**src/rtl/display_arbiter.sv**
```systemverilog
// Selects stopwatch, timer, stored lap or blank for the display; one clk_core of latency, all outputs registered.
// No backpressure: buttons are single-cycle pulses, consumed or dropped in the cycle they arrive.
`timescale 1ns/1ps
module display_arbiter #(
  parameter int DEPTH          = 8,
  parameter int REVIEW_TIMEOUT = 500,
  parameter int BLANK_CYCLES   = 2
) (
  input  logic                     clk_core,
  input  logic                     rst,
  input  logic                     mode_switch,
  input  logic                     record_p,
  input  logic                     clear_p,
  input  logic                     up_p,
  input  logic                     down_p,
  input  logic [7:0]               sw_min_i,
  input  logic [7:0]               sw_sec_i,
  input  logic [7:0]               sw_ms_10_i,
  input  logic [7:0]               tm_min_i,
  input  logic [7:0]               tm_sec_i,
  input  logic [7:0]               tm_ms_10_i,
  input  logic [1:0]               tm_target_i,
  input  logic                     tm_time_out_i,
  output logic [7:0]               min_o,
  output logic [7:0]               sec_o,
  output logic [7:0]               ms_10_o,
  output logic [1:0]               target_o,
  output logic                     time_out_o,
  output logic [1:0]               view_o,
  output logic [$clog2(DEPTH):0]   lap_count_o,
  output logic [$clog2(DEPTH)-1:0] lap_index_o
);

  localparam int AW = $clog2(DEPTH);
  localparam int IW = $clog2(REVIEW_TIMEOUT + 1);
  localparam int BW = (BLANK_CYCLES < 2) ? 1 : $clog2(BLANK_CYCLES + 1);
  localparam logic [AW:0] CNT_FULL = (AW + 1)'(DEPTH);

  typedef enum logic [1:0] {
    SW_LIVE    = 2'd0,
    TM_LIVE    = 2'd1,
    LAP_REVIEW = 2'd2,
    BLANK      = 2'd3
  } state_t;

  state_t          state_q, state_n;
  logic            mode_q;
  logic [AW-1:0]   wr_q, wr_n;
  logic [AW:0]     cnt_q, cnt_n, cnt_rec, cnt_inc;
  logic [AW-1:0]   idx_q, idx_n, idx_rec;
  logic [IW-1:0]   idle_q, idle_n;
  logic [BW-1:0]   blank_q, blank_n;
  logic            lap_we;
  logic            full;
  logic            any_btn;
  logic [AW-1:0]   rd_addr;
  logic [23:0]     wr_dat;
  logic [23:0]     rd_dat;
  logic [23:0]     lap_mem [DEPTH];

  assign full    = (cnt_q == CNT_FULL);
  assign cnt_inc = full ? cnt_q : cnt_q + 1'b1;
  assign any_btn = record_p | clear_p | up_p | down_p;
  assign wr_dat  = {sw_min_i, sw_sec_i, sw_ms_10_i};

  always_comb begin
    state_n = state_q;
    wr_n    = wr_q;
    cnt_n   = cnt_q;
    idx_n   = idx_q;
    idle_n  = '0;
    blank_n = blank_q;
    lap_we  = 1'b0;
    cnt_rec = cnt_q;
    idx_rec = idx_q;
    if (mode_switch != mode_q) begin
      // A mode edge wins over every button pulse in the same cycle.
      state_n = BLANK;
      blank_n = BW'(BLANK_CYCLES);
      idx_n   = '0;
    end else begin
      case (state_q)
        SW_LIVE: begin
          if (record_p) begin
            lap_we  = 1'b1;
            wr_n    = wr_q + 1'b1;
            cnt_rec = cnt_inc;
          end
          cnt_n = cnt_rec;
          if (up_p && !down_p && cnt_rec != '0) begin
            state_n = LAP_REVIEW;
            idx_n   = AW'(cnt_rec - 1'b1);
          end
        end
        TM_LIVE: begin
          state_n = TM_LIVE;
        end
        BLANK: begin
          if (blank_q <= BW'(1)) begin
            state_n = mode_switch ? TM_LIVE : SW_LIVE;
            blank_n = '0;
          end else begin
            blank_n = blank_q - 1'b1;
          end
        end
        LAP_REVIEW: begin
          idle_n = any_btn ? '0 : idle_q + 1'b1;
          if (clear_p) begin
            state_n = SW_LIVE;
            cnt_n   = '0;
            wr_n    = '0;
            idx_n   = '0;
          end else begin
            if (record_p) begin
              lap_we  = 1'b1;
              wr_n    = wr_q + 1'b1;
              cnt_rec = cnt_inc;
              // Overwriting the oldest entry shifts every logical index down by one.
              if (full && idx_q != '0) idx_rec = idx_q - 1'b1;
            end
            cnt_n = cnt_rec;
            idx_n = idx_rec;
            if (up_p && !down_p) begin
              if (idx_rec != '0) idx_n = idx_rec - 1'b1;
            end else if (down_p && !up_p) begin
              if (idx_rec == AW'(cnt_rec - 1'b1)) begin
                state_n = SW_LIVE;
                idx_n   = '0;
              end else begin
                idx_n = idx_rec + 1'b1;
              end
            end else if (!any_btn && idle_q >= IW'(REVIEW_TIMEOUT - 1)) begin
              state_n = SW_LIVE;
              idx_n   = '0;
            end
          end
        end
        default: state_n = SW_LIVE;
      endcase
    end
    if (state_n != LAP_REVIEW) idle_n = '0;
  end

  // Read address follows the post-edge pointers; a same-cycle write is forwarded.
  assign rd_addr = wr_n - AW'(cnt_n) + idx_n;
  assign rd_dat  = (lap_we && wr_q == rd_addr) ? wr_dat : lap_mem[rd_addr];

  always_ff @(posedge clk_core) begin
    if (lap_we) lap_mem[wr_q] <= wr_dat;
  end

  always_ff @(posedge clk_core or posedge rst) begin
    if (rst) begin
      state_q    <= SW_LIVE;
      mode_q     <= 1'b0;
      wr_q       <= '0;
      cnt_q      <= '0;
      idx_q      <= '0;
      idle_q     <= '0;
      blank_q    <= '0;
      min_o      <= '0;
      sec_o      <= '0;
      ms_10_o    <= '0;
      target_o   <= 2'b11;
      time_out_o <= 1'b0;
    end else begin
      state_q <= state_n;
      mode_q  <= mode_switch;
      wr_q    <= wr_n;
      cnt_q   <= cnt_n;
      idx_q   <= idx_n;
      idle_q  <= idle_n;
      blank_q <= blank_n;
      case (state_n)
        SW_LIVE: begin
          {min_o, sec_o, ms_10_o} <= wr_dat;
          target_o   <= 2'b11;
          time_out_o <= 1'b0;
        end
        TM_LIVE: begin
          {min_o, sec_o, ms_10_o} <= {tm_min_i, tm_sec_i, tm_ms_10_i};
          target_o   <= tm_target_i;
          time_out_o <= tm_time_out_i;
        end
        LAP_REVIEW: begin
          {min_o, sec_o, ms_10_o} <= rd_dat;
          target_o   <= 2'b11;
          time_out_o <= 1'b0;
        end
        default: begin
          {min_o, sec_o, ms_10_o} <= '0;
          target_o   <= 2'b11;
          time_out_o <= 1'b0;
        end
      endcase
    end
  end

  assign view_o      = state_q;
  assign lap_count_o = cnt_q;
  assign lap_index_o = idx_q;

endmodule
```
**config.mk**
```make
export PLATFORM = sky130hd
export DESIGN_NAME = display_arbiter
export DESIGN_NICKNAME = d
export VERILOG_FILES = /design/src/rtl/display_arbiter.sv
export SDC_FILE = /design/constraint.sdc
export NUM_CORES = 1
export LEC_CHECK = 0
export CORE_MARGIN = 2
export CORE_UTILIZATION = 55
export CTS_BUF_LIST = sky130_fd_sc_hd__clkbuf_4 sky130_fd_sc_hd__clkbuf_8 sky130_fd_sc_hd__clkbuf_16
export DETAILED_ROUTE_END_ITERATION = 8
export PLACE_DENSITY = 0.86
export SKIP_LAST_GASP = 1
export SYNTH_ARGS = -nofsm -noshare
export SYNTH_HDL_FRONTEND = slang
export SYNTH_SLANG_ARGS = --single-unit
export TNS_END_PERCENT = 30
```
**constraint.sdc**
```tcl
create_clock -name clk_core -period 14.1 [get_ports clk_core]
set_clock_uncertainty 0.05 [all_clocks]
set_input_delay 1.41 -clock clk_core [delete_from_list [all_inputs] [get_ports clk_core]]
set_output_delay 1.41 -clock clk_core [all_outputs]
set_load 0.02 [all_outputs]
```
==> metrics.txt, run 1 <==
CTS tree=yes; final count of hold timing violations=0; Data required, critical path=14.49 ns; Iter 0 DRT Violations=650; Via Count=7,144; top sig layer=met4; unrepaired setup endpoints after global routing=false; crit-path cells=clkdlybuf4s50_1 > nand2_1 > xnor2_1 > ha_1 > and2_1 > o2111ai_1 > or3b_2 > nand4_1 > a22oi_1 > nor2_1 > o21ai_0 > ha_1 > inv_1 > ha_4 > inv_1 > fa_2 > xnor2_1 > xnor2_1 > xor3_1 > and3_4 > o21ai_4 > o211ai_1 > nand4_1; Post-Synthesis Cells=724; Final Util=0.666; Synth area leaders=edfxtp_1, dfrtp_1, mux4_2; Post-synth EDFFs=192; top cell type's share of synthesized area=0.523; CTS root buf=clkbuf_16; worst slack, placed=6.29 ns; crit-path leading delay family=simple AND/OR/NAND/NOR gates; CTS Hold Bufs=0; Yosys top cell by area=edfxtp_1; Worst path max stage delay=0.90 ns; Setup WS post-layout=6.73 ns; Most used DFF post-synth=edfxtp_1; antenna violations before repair=0; die area=21,200 um2; Area Overhead vs Synth=18.2%; FILL cells=1,313; vias in the first global route=7,413; CP dominant cell by count=xnor2_1; sequential share of the synthesized area=0.638; Data arrival, critical path=7.77 ns; crit path buf inv count=3; drt drc=0; top post-synthesis cells by count=edfxtp_1, nand3_1, dfrtp_1, mux4_2, clkbuf_1; P_leak=4.45 nW; Num CTS Buffers=25; routed wire length=26,300 um; Post-Syn Area=11,000 um2; Multi-input gate area=3750 um2; CP max FO=25; class of the worst hold path=flop to flop; drt via density=6.55; post_cts resized=0; Rel. slew slack=0.250; Setup CP Type=input pin to flop; maxcap violations=0; row cnt=51; Post-synth ARST share=0.210; critical path startpoint category=input pin; syn_nets=796; H-tree depth reported by CTS=1; Seq cells post-synth=243; Yosys cell types=68; Routed met2 length=13,300 um; Port Buffers=93; DIE HEIGHT=146 um; Starting Density=0.563; Clk pin slew, worst setup/hold paths=0.06 ns; CTS Sinks=243; status=finished clean; min Tclk post-route=7.37 ns; DRT met1 WL=9740 um; largest net degree at the start of global routing=54; CORE AREA=19,600 um2; Clock Latency Late Sink=0.52 ns; layout cells sized above 1=0.194; routability cong.=0.883; mean routed wirelength per cell=24.1 um; max-slew violations=0; Post-CTS Setup Bufs=0; Clock Path Buffers=3; final setup fails=0; Critical Path End Type=flop; Worst Max-Slew Pin Slew=1.12 ns; Die Width=146 um; nets=879; Post-DP HPWL=15,400 um; n_diodes=0; Pre-antenna DRT Iters=5; DR WL met3=2420 um; Synth Area per Inst=15.2 um2; GR Util All Layers=0.249; Power Dens Cells=212 nW/um2; gr ovfl total=0; final critical-path share of the clock period=0.523; Yosys Warn Count=0; Seq. cell area=7040 um2; Worst VDD drop=0.277 mV; first-pass GRT wire length=41,400 um; post-route ant nets=0; Critical Path Slowest Stage Cell=clkdlybuf4s50_1; top-count cell post-synth=edfxtp_1; setup TNS=0 ns; I/O Pins=94; Max Fclk=0.136 GHz
-- cells by family after synthesis --
| family | synth area share |
|---|---|
| XOR/XNOR | 0.0187 |
| multiplexers | 0.0998 |
| adder cells (fa/ha/maj) | 0.0183 |
| AND/OR/NAND/NOR | 0.0976 |
| AO/OA/AOI/OAI | 0.0985 |
| buffers and inverters | 0.0287 |
| flip-flops | 0.638 |
-- power by group --
group | leakage [nW] | internal (mW) | switching (mW)
Combinational | 1.66 | 0.570 | 0.692
Clock | 0.400 | 0.379 | 0.269
Sequential | 2.40 | 0.816 | 0.0338
-- worst paths after layout --
check | from | endpoint | slack (ns) | depth (start not counted)
setup / recovery | record_p | ms_10_o[4] | 6.73 | 23
hold / removal | idle_q[0] | idle_q[0] | 0.43 | 1
setup reg to reg | lap_count_o[0] | ms_10_o[4] | 7.62 | 25
hold reg to reg | idle_q[0] | idle_q[0] | 0.43 | 1
max in group asynchronous | rst | min_o[0] | 12.13 | 3
min in group asynchronous | rst | idle_q[1] | 1.38 | 3
-- per-layer routing --
| layer | vias to the layer above | GRT usage |
|---|---|---|
| met3 | 63 | 0.0433 |
| met5 | - | 0 |
| met1 | 3601 | 0.333 |
| met4 | 0 | 0.102 |
| li1 | 3060 | - |
| met2 | 420 | 0.409 |
-- state kept, by name, summed over array words and instances (netlist names) --
signal       flops
blank_q          2
mode_q           1
lap_index_o      3
idle_q           9
wr_q             3
lap_count_o      4
sec_o            8
view_o           2
target_o         2
min_o            8
ms_10_o          8
lap_mem        192
time_out_o       1
-- layout make-up --
class,count,area share
well taps,265,0.0254
multi-input cells,411,0.288
clock buffers,32,0.0520
inverters,20,0.00576
clock inverters,14,0.0102
repair buffers,106,0.0789
flip-flops and latches,243,0.540
-- cell usage in the layout (no fill, tap or decap), types with 4 or more instances in the layout --
cell	n
or2_2	5
xor2_1	6
nand2b_1	6
o2111ai_1	25
mux4_2	48
o211ai_2	20
nand3_1	57
buf_4	13
a21boi_1	24
a21oi_1	5
o21ai_0	9
edfxtp_1	192
o211ai_1	5
and3_1	25
nand4_1	28
clkbuf_4	7
nor2_2	4
dfrtp_1	49
inv_1	19
clkdlybuf4s50_1	93
clkinv_2	5
nand2_1	24
clkbuf_16	25
nor2_1	21
and2_1	6
ha_1	11
xnor2_1	13
-- metrics by stage --
| stage | area [um2] | cells | total power [mW] | hold slack [ns] |
|---|---|---|---|---|
| detailed placement | 12200 | 1045 | 2.11 | 0.418 |
| CTS | 13000 | 1091 | 2.78 | 0.430 |
| floorplan | 11000 | 724 | 1.79 | 0.392 |
| global route | 13000 | 1091 | 2.89 | 0.453 |
| finish | 13000 | 1091 | 2.76 | 0.433 |
| global placement | 12200 | 1045 | 2.08 | 0.417 |
No activity file was read; power rests on OpenSTA's default activity.
==> run 2: changes to the inputs <==
--- a/config.mk
+++ b/config.mk
@@ -6,7 +6,7 @@
 export NUM_CORES = 1
 export LEC_CHECK = 0
 export CORE_MARGIN = 2
-export CORE_UTILIZATION = 55
+export CORE_UTILIZATION = 52
 export CTS_BUF_LIST = sky130_fd_sc_hd__clkbuf_4 sky130_fd_sc_hd__clkbuf_8 sky130_fd_sc_hd__clkbuf_16
 export DETAILED_ROUTE_END_ITERATION = 8
 export PLACE_DENSITY = 0.86
==> constraint.sdc (replaced) <==
create_clock -name clk_core -period 6.2 [get_ports clk_core]
set_clock_uncertainty 0.05 [all_clocks]
set_input_delay 0.62 -clock clk_core [delete_from_list [all_inputs] [get_ports clk_core]]
set_output_delay 0.62 -clock clk_core [all_outputs]
set_load 0.02 [all_outputs]
==> metrics.txt, run 2 (synthesis gave the netlist of run 1 again) <==
crit path buf inv count=4; status=finished clean; Clock Latency Late Sink=0.53 ns; post-layout instance count excluding filler cells=1,114; vias in the first global route=7,224; DR WL met3=1880 um; Worst VDD drop=0.400 mV; CTS tree=yes; nets=892; mean routed wirelength per cell=23.4 um; drt via density=6.36; Data arrival, critical path=6.31 ns; P_leak=4.56 nW; Critical Path Slowest Stage Cell=or3b_2; row cnt=53; Largest regs=lap_mem: 192 flops, idle_q: 9 flops; Setup CP Type=flop to flop; cell count after placement=1,068; critical path startpoint category=flop; CP max FO=25; antenna violations before repair=0; Worst Max-Slew Pin Slew=0.990 ns; number of flip-flops in the largest register=192; Rel. slew slack=0.338; layout cells sized above 1=0.207; Worst path max stage delay=0.50 ns; Clock Path Buffers=3; Max Fclk=0.169 GHz; final count of hold timing violations=0; Critical Path End Type=flop; Die Width=150 um; DIE HEIGHT=150 um; Area Overhead vs Synth=20.0%; commonest non-fill, non-tap cell in the layout=edfxtp_1; H-tree depth reported by CTS=1; Pre-antenna DRT Iters=5; setup TNS=0 ns; crit-path leading delay family=simple AND/OR/NAND/NOR gates; I/O Pins=94; routability cong.=0.893; largest net degree at the start of global routing=53; CTS Hold Bufs=0; placed inst area=12,400 um2; class of the worst hold path=flop to flop; Starting Density=0.527; final setup fails=0; Clk pin slew, worst setup/hold paths=0.06 ns; max-slew violations=0; design area=13,200 um2; drt drc=0; die area=22,400 um2; Iter 0 DRT Violations=805; Power Dens Cells=488 nW/um2; Port Buffers=93; Num CTS Buffers=25; first-pass GRT wire length=40,600 um; GR Util All Layers=0.239; n_diodes=0; CTS Sinks=243; routed wire length=26,100 um; Data required, critical path=6.60 ns; gr ovfl total=0; final critical-path share of the clock period=0.953; unrepaired setup endpoints after global routing=false; CORE AREA=21,000 um2; min Tclk post-route=5.91 ns; Via Count=7,090; most frequent cells in the layout=edfxtp_1, clkdlybuf4s50_1, nand3_1, mux4_2, dfrtp_1; maxcap violations=0; Routed met2 length=13,700 um; post-route ant nets=0; CTS root buf=clkbuf_16; top sig layer=met4; largest reg by FF count=lap_mem; DRT met1 WL=9940 um; Post-DP HPWL=15,300 um
-- run 2: cell count changes in the layout (fill, tap and decap cells not counted), sizes merged --
cell and change:
clkinv +2, clkbuf -1, bufinv +1, clkinvlp -2, buf +13
-- run 2: area by class of cell --
| type | instances | area, um2 |
|---|---|---|
| clock buffers | 31 | 689 |
| fillers | 1479 | 7720 |
| flip-flops and latches | 243 | 7050 |
| inverters | 20 | 75.1 |
| well taps | 275 | 344 |
| repair buffers | 119 | 1150 |
| multi-input cells | 411 | 3760 |
| clock inverters | 15 | 168 |
-- run 2: timing repair --
item	CTS	global route
setup buffers	0	0
setup endpoints to repair	0	24
gates resized for setup	0	6
-- run 2: path summary, 6_finish.rpt --
kind | end | startpoint | slack, ns | depth (start not counted)
min reg2reg | idle_q[0] | idle_q[0] | 0.44 | 1
min | idle_q[0] | idle_q[0] | 0.44 | 1
max reg2reg | sec_o[1] | lap_count_o[0] | 0.29 | 26
max in group asynchronous | lap_count_o[0] | rst | 5.00 | 3
max | sec_o[1] | lap_count_o[0] | 0.29 | 26
min in group asynchronous | sec_o[3] | rst | 0.56 | 3
-- run 2: stage by stage --
stage	hold slack, ns	setup slack (ns)	utilization	power (mW)
after global placement	0.421	0.317	0.590	4.80
after CTS	0.439	0.244	0.631	6.46
after global routing	0.454	0.0319	0.632	6.78
after detailed placement	0.430	0.0749	0.590	4.88
final	0.438	0.294	0.632	6.45
after floorplan	0.392	0.514	-	4.06
-- run 2: metal layers --
layer | up-vias | global-route usage
met5 | - | 0
met4 | 0 | 0.0731
met3 | 44 | 0.0396
met2 | 367 | 0.409
met1 | 3598 | 0.316
li1 | 3081 | -
-- run 2: power by group --
part	total, mW	internal (mW)	leakage, nW	switching, mW
Sequential	1.93	1.86	2.39	0.0772
Combinational	2.99	1.38	1.74	1.60
Clock	1.53	0.919	0.428	0.614
Total	6.45	4.16	4.56	2.29
==> variant 1 (config.mk and constraints of run 2) <==
The parameter `DEPTH` goes from 8 to 4.
--- a/src/rtl/display_arbiter.sv
+++ b/src/rtl/display_arbiter.sv
@@ -2,7 +2,7 @@
 // No backpressure: buttons are single-cycle pulses, consumed or dropped in the cycle they arrive.
 `timescale 1ns/1ps
 module display_arbiter #(
-  parameter int DEPTH          = 8,
+  parameter int DEPTH          = 4,
   parameter int REVIEW_TIMEOUT = 500,
   parameter int BLANK_CYCLES   = 2
 ) (
Ports: changed (resized lap_count_o and lap_index_o); port bits go from 94 to 92. The function was not compared with the original's and may differ.
==> variant 1 against run 2 <==
Fmax grew 14%. Non-clock buffer count fell by 19. Global-route usage decreased by 0.74 points. Final area is 37% lower. Routed wire length down 43%. Setup slack better by 0.73 ns. Register-to-register slack better by 0.86 ns. Sequential cell count decreased by 99. Area after synthesis shrank 40%. Die area decreased by 39%. Combinational power down 42%. Total power decreased by 40%. Critical path depth fell by 4. Critical endpoint is now sec_o[3].
==> variant 1: results (changes against run 2) <==
stage	metric	value	unit	change
clock_network	Num CTS Buffers	17		-32%
clock_network	CTS root buffer	clkbuf_16		
synthesis	syn nets	518		-35%
clock_network	clock transition at the registers of the reported paths	0.05	ns	
power_and_ir_drop	sw frac	33.8	%	-1.8 points
power_and_ir_drop	P_comb	1.73	mW	-42%
synthesis	Mapped Cells	448		-38%
worst_setup_path	Crit Path Max Fanout	16		-36%
clock_network	H-tree depth	4		+3
synthesis	ranking of synthesized cells by area	edfxtp_1 44%, dfrtp_1 17%, mux2i_1 7.4%		
detailed_routing	wire length on met3	1010	microns	-46%
grt	Tot GR Track Use	23.1	%	-0.74 points
synthesis	ys async rst share	33.3	%	+12 points
power_and_ir_drop	maximum VDD drop	226	uV	-44%
clock_network	Clock Latency Late Sink	0.41	ns	-0.12 ns
detailed_routing	Top Layer Used	met5		
detailed_routing	Metal-1 WL	5840	microns	-41%
placement	I/O Buffers	91		-2.2%
clock_network	deepest clock path buffer count	2		-1
cells_and_area	nets	617		-31%
cells_and_area	share of cells above drive strength 1	17.7	%	-3.1 points
synthesis	Post-synth EDFFs	96		-50%
detailed_routing	DRT Pass-1 Iters	7		+2
detailed_routing	Residual DRC	0		unchanged
grt	global-route wire length before repair	23100	microns	-43%
power_and_ir_drop	Seq. pwr	1.19	mW	-38%
detailed_routing	vias	4192		-41%
cells_and_area	Ant. Diodes	0		unchanged
grt	number of global-route vias before repair	4398		-39%
worst_setup_path	critical path arrival	5.44	ns	-0.87 ns
placement	DP Wirelength	9360	microns	-39%
synthesis	synth cell count leaders	96 x edfxtp_1, 49 x mux2i_1, 46 x dfrtp_1		
power_and_ir_drop	Power Density	463	nW/um^2	-5.0%
placement	placed cells	700		-34%
cells_and_area	top flop regs	lap_mem: 96 flops, idle_q: 9 flops		
grt	initial antenna violation count	1		+1
placement	routability congestion estimate	0.919		+2.9%
detailed_routing	met2 wire len	7660	microns	-44%
synthesis	Yosys top cell area share	43.5	%	-8.7 points
sta	worst-margin pin slew	1.12	ns	+0.134 ns
detailed_routing	Via density	5.73		-10%
synthesis	Yosys warnings	0		unchanged
detailed_routing	wire per inst	20.3	microns	-13%
outcome	status	completed		
detailed_routing	DRT iter0 DRCs	359		-55%
synthesis	Synth cell types	55		-19%
clock_network	post-CTS resize count	0		unchanged
synthesis	sequential area share after synthesis	61.7	%	-2.2 points
placement	placed cell areas	7750	sq um	-37%
clock_network	setup bufs post-CTS	0		unchanged
placement	Place WS	0.652	ns	+0.577 ns
power_and_ir_drop	leak pwr	3.05	nW	-33%
grt	largest net degree at the start of global routing	49		-7.5%
==> variant 1: final timing paths <==
path	from	endpoint	slack, ns	depth (start not counted)
setup reg to reg	lap_count_o[1]	sec_o[3]	1.15	23
setup / recovery	record_p	sec_o[3]	1.02	22
hold reg to reg	idle_q[0]	idle_q[0]	0.45	1
max in group asynchronous	rst	ms_10_o[0]	4.64	2
hold / removal	idle_q[0]	idle_q[0]	0.45	1
min in group asynchronous	rst	idle_q[6]	0.77	2
==> variant 1: layer usage <==
metal / track usage, % / up-vias
li1: - / 1926
met1: 28.5 / 2060
met2: 39.0 / 174
met3: 6.49 / 30
met4: 8.94 / 2
met5: 0 / -
==> variant 1: worst max-delay path, cell delays in order <==
cell,delay [ns]
clkdlybuf4s50_1,0.62
a21boi_1,0.31
nor2_1,0.07
a21oi_1,0.21
ha_1,0.30
xnor2_1,0.14
nand3_1,0.08
nand2_1,0.10
o22ai_1,0.15
a21oi_1,0.09
nor2_1,0.15
o221ai_1,0.13
ha_1,0.31
inv_1,0.07
ha_4,0.16
xnor2_1,0.22
xnor2_2,0.16
xor2_1,0.36
xnor2_4,0.24
buf_4,0.36
mux2_2,0.38
o221ai_1,0.19
==> variant 1: cells by family after synthesis <==
| family | share of synthesized area [%] |
|---|---|
| DFF | 61.7 |
| AOI/OAI and AO/OA | 12.1 |
| muxes | 11.7 |
| adders and majority gates | 2.27 |
| xor gates and xnor gates | 3.19 |
| and+or+nand+nor | 6.70 |
| buffers and inverters | 2.40 |
==> variant 1: area by class of cell <==
type / count / area [sq um]
sequential: 144 / 4090
tap: 172 / 215
inverter: 15 / 56.3
clock buffer: 31 / 543
multi-input combinational: 269 / 2410
clock inverter: 1 / 5.00
fill: 879 / 4220
timing repair buffer: 100 / 978
==> variant 2 (settings of run 2) <==
Made on the original files. Add an input register stage for `sw_min_i`, without a reset; this delays it by one clock. The other inputs are not delayed to match.
--- a/src/rtl/display_arbiter.sv
+++ b/src/rtl/display_arbiter.sv
@@ -43,6 +43,12 @@
     BLANK      = 2'd3
   } state_t;
 
+  logic [7:0] sw_min_q;
+
+  always_ff @(posedge clk_core) begin
+    sw_min_q <= sw_min_i;
+  end
+
   state_t          state_q, state_n;
   logic            mode_q;
   logic [AW-1:0]   wr_q, wr_n;
@@ -61,7 +67,7 @@
   assign full    = (cnt_q == CNT_FULL);
   assign cnt_inc = full ? cnt_q : cnt_q + 1'b1;
   assign any_btn = record_p | clear_p | up_p | down_p;
-  assign wr_dat  = {sw_min_i, sw_sec_i, sw_ms_10_i};
+  assign wr_dat  = {sw_min_q, sw_sec_i, sw_ms_10_i};
 
   always_comb begin
     state_n = state_q;
Behaviour: not the same (Yosys sat finds a counterexample within 4 cycles, from zero or initial values and one cycle with rst high).
==> variant 2 against run 2 <==
Area after synthesis rose by 7.2%. Sequential cell count rose by 8. Via count rose by 14%. Critical endpoint is now min_o[6]. Setup slack improved by 0.15 ns. Non-clock buffer count rose by 10. Combinational power rose by 14%. Sequential share of layout area fell by 2.4 points. Final area rose by 7.0%. Total power rose by 7.6%. Largest power group unchanged. Largest cell class unchanged. Hold slack got worse by 0.0015 ns. Routed wire length rose by 13%. Synthesized cell count rose by 18%.
==> variant 2: results (changes against run 2) <==
stage	metric	value	unit	change
outcome	status	completed		
grt	number of global-route vias before repair	8242		+14%
cells_and_area	nets	1026		+15%
power_and_ir_drop	sw frac	35.8	%	+0.24 points
placement	placed cell areas	13300	sq um	+7.7%
synthesis	syn nets	923		+16%
power_and_ir_drop	leak pwr	5.10	nW	+12%
power_and_ir_drop	maximum VDD drop	305	uV	-24%
power_and_ir_drop	Seq pwr share	28.7	%	-1.3 points
detailed_routing	DRT iter0 DRCs	1031		+28%
power_and_ir_drop	Power Density	490	nW/um^2	+0.49%
synthesis	Mapped Cells	851		+18%
sta	worst-margin pin slew	1.11	ns	+0.117 ns
grt	Tot GR Track Use	24.9	%	+1.0 points
synthesis	ys async rst share	20.3	%	-0.67 points
synthesis	synth cell count leaders	192 x edfxtp_1, 55 x nand3_1, 51 x nor2_1		
clock_network	Num CTS Buffers	26		+4.0%
detailed_routing	DRT Pass-1 Iters	6		+1
synthesis	sequential area share after synthesis	60.9	%	-2.9 points
grt	initial antenna violation count	0		unchanged
worst_setup_path	crit-path leading delay family	adder cells		
placement	Place WS	0.152	ns	+0.0773 ns
worst_setup_path	Worst Reg-to-Reg Cells	23		-12%
hold_path	hold path cells	1		unchanged
detailed_routing	Via density	6.40		+0.56%
synthesis	ranking of synthesized cells by area	edfxtp_1 49%, dfrtp_1 10%, mux4_2 9.5%		
placement	DP Wirelength	18000	microns	+18%
worst_setup_path	critical path arrival	6.16	ns	-0.15 ns
clock_network	post-CTS resize count	0		unchanged
synthesis	Synth cell types	73		+7.4%
cells_and_area	share of cells above drive strength 1	16.7	%	-4.0 points
power_and_ir_drop	power share of the combinational group	49.2	%	+2.9 points
grt	global-route wire length before repair	46100	microns	+14%
hold_path	WHS Endpoint	idle_q[0]		
worst_setup_path	slowest cell delay on critical path	0.53	ns	+0.03 ns
worst_setup_path	Crit Path Max Fanout	13		-48%
sta	worst hold slack	0.437	ns	-0.00150 ns
worst_setup_path	R2R setup slack	0.45	ns	+0.15 ns
synthesis	Yosys warnings	0		unchanged
worst_setup_path	CP max-delay cell	or3b_1		
detailed_routing	wire per inst	23.3	microns	-0.27%
detailed_routing	met2 wire len	14900	microns	+8.9%
worst_setup_path	RR Endpoint	min_o[6]		
placement	routability congestion estimate	0.864		-3.2%
placement	placed cells	1211		+13%
detailed_routing	Metal-1 WL	11000	microns	+10%
worst_setup_path	Reg-to-Reg Start	lap_index_o[1]		
detailed_routing	wire length on met3	2540	microns	+35%
detailed_routing	vias	8058		+14%
==> variant 2: cell types whose count changed after synthesis, sizes merged, moves of 20 or more <==
cell,change
nand2,+23
and3,-24
a21oi,+28
o31ai,+28
a22oi,+47
nand4,-21
o2111ai,-24
o211ai,-20
nor2,+23
a21boi,+21
mux2i,+25
==> variant 2: metal layers <==
layer | vias up | track usage, %
met3 | 80 | 3.39
li1 | 3530 | -
met4 | 0 | 9.70
met1 | 3984 | 32.8
met2 | 464 | 42.3
met5 | - | 0
==> variant 2: logic make-up after synthesis <==
| kind of cell | Yosys count | share of synthesized area, % |
|---|---|---|
| buffers and inverters | 75 | 2.59 |
| and+or+nand+nor | 209 | 8.80 |
| AOI/OAI and AO/OA | 203 | 12.4 |
| DFF | 251 | 60.9 |
| xor gates and xnor gates | 21 | 1.80 |
| adders and majority gates | 14 | 1.61 |
| muxes | 78 | 11.9 |
==> variant 2: how the worst max path moves through the flow <==
stage / from / endpoint / depth (start not counted) / slack (ns)
2_1_floorplan: lap_index_o[0] / sec_o[0] / 21 / 0.47
3_3_place_gp: record_p / ms_10_o[7] / 22 / 0.33
3_5_place_dp: record_p / sec_o[4] / 22 / 0.15
4_1_cts: lap_index_o[0] / min_o[6] / 23 / 0.35
5_1_grt: lap_index_o[0] / min_o[6] / 25 / 0.04
6_report: lap_index_o[1] / min_o[6] / 23 / 0.45
==> variant 2: area by class of cell <==
| class | instances | area (sq um) |
|---|---|---|
| Tap cell | 285 | 357 |
| Clock inverter | 15 | 105 |
| Sequential cell | 251 | 7200 |
| Fill cell | 1569 | 8330 |
| Multi-Input combinational cell | 525 | 4430 |
| Timing Repair Buffer | 129 | 1250 |
| Inverter | 21 | 78.8 |
| Clock buffer | 33 | 746 |
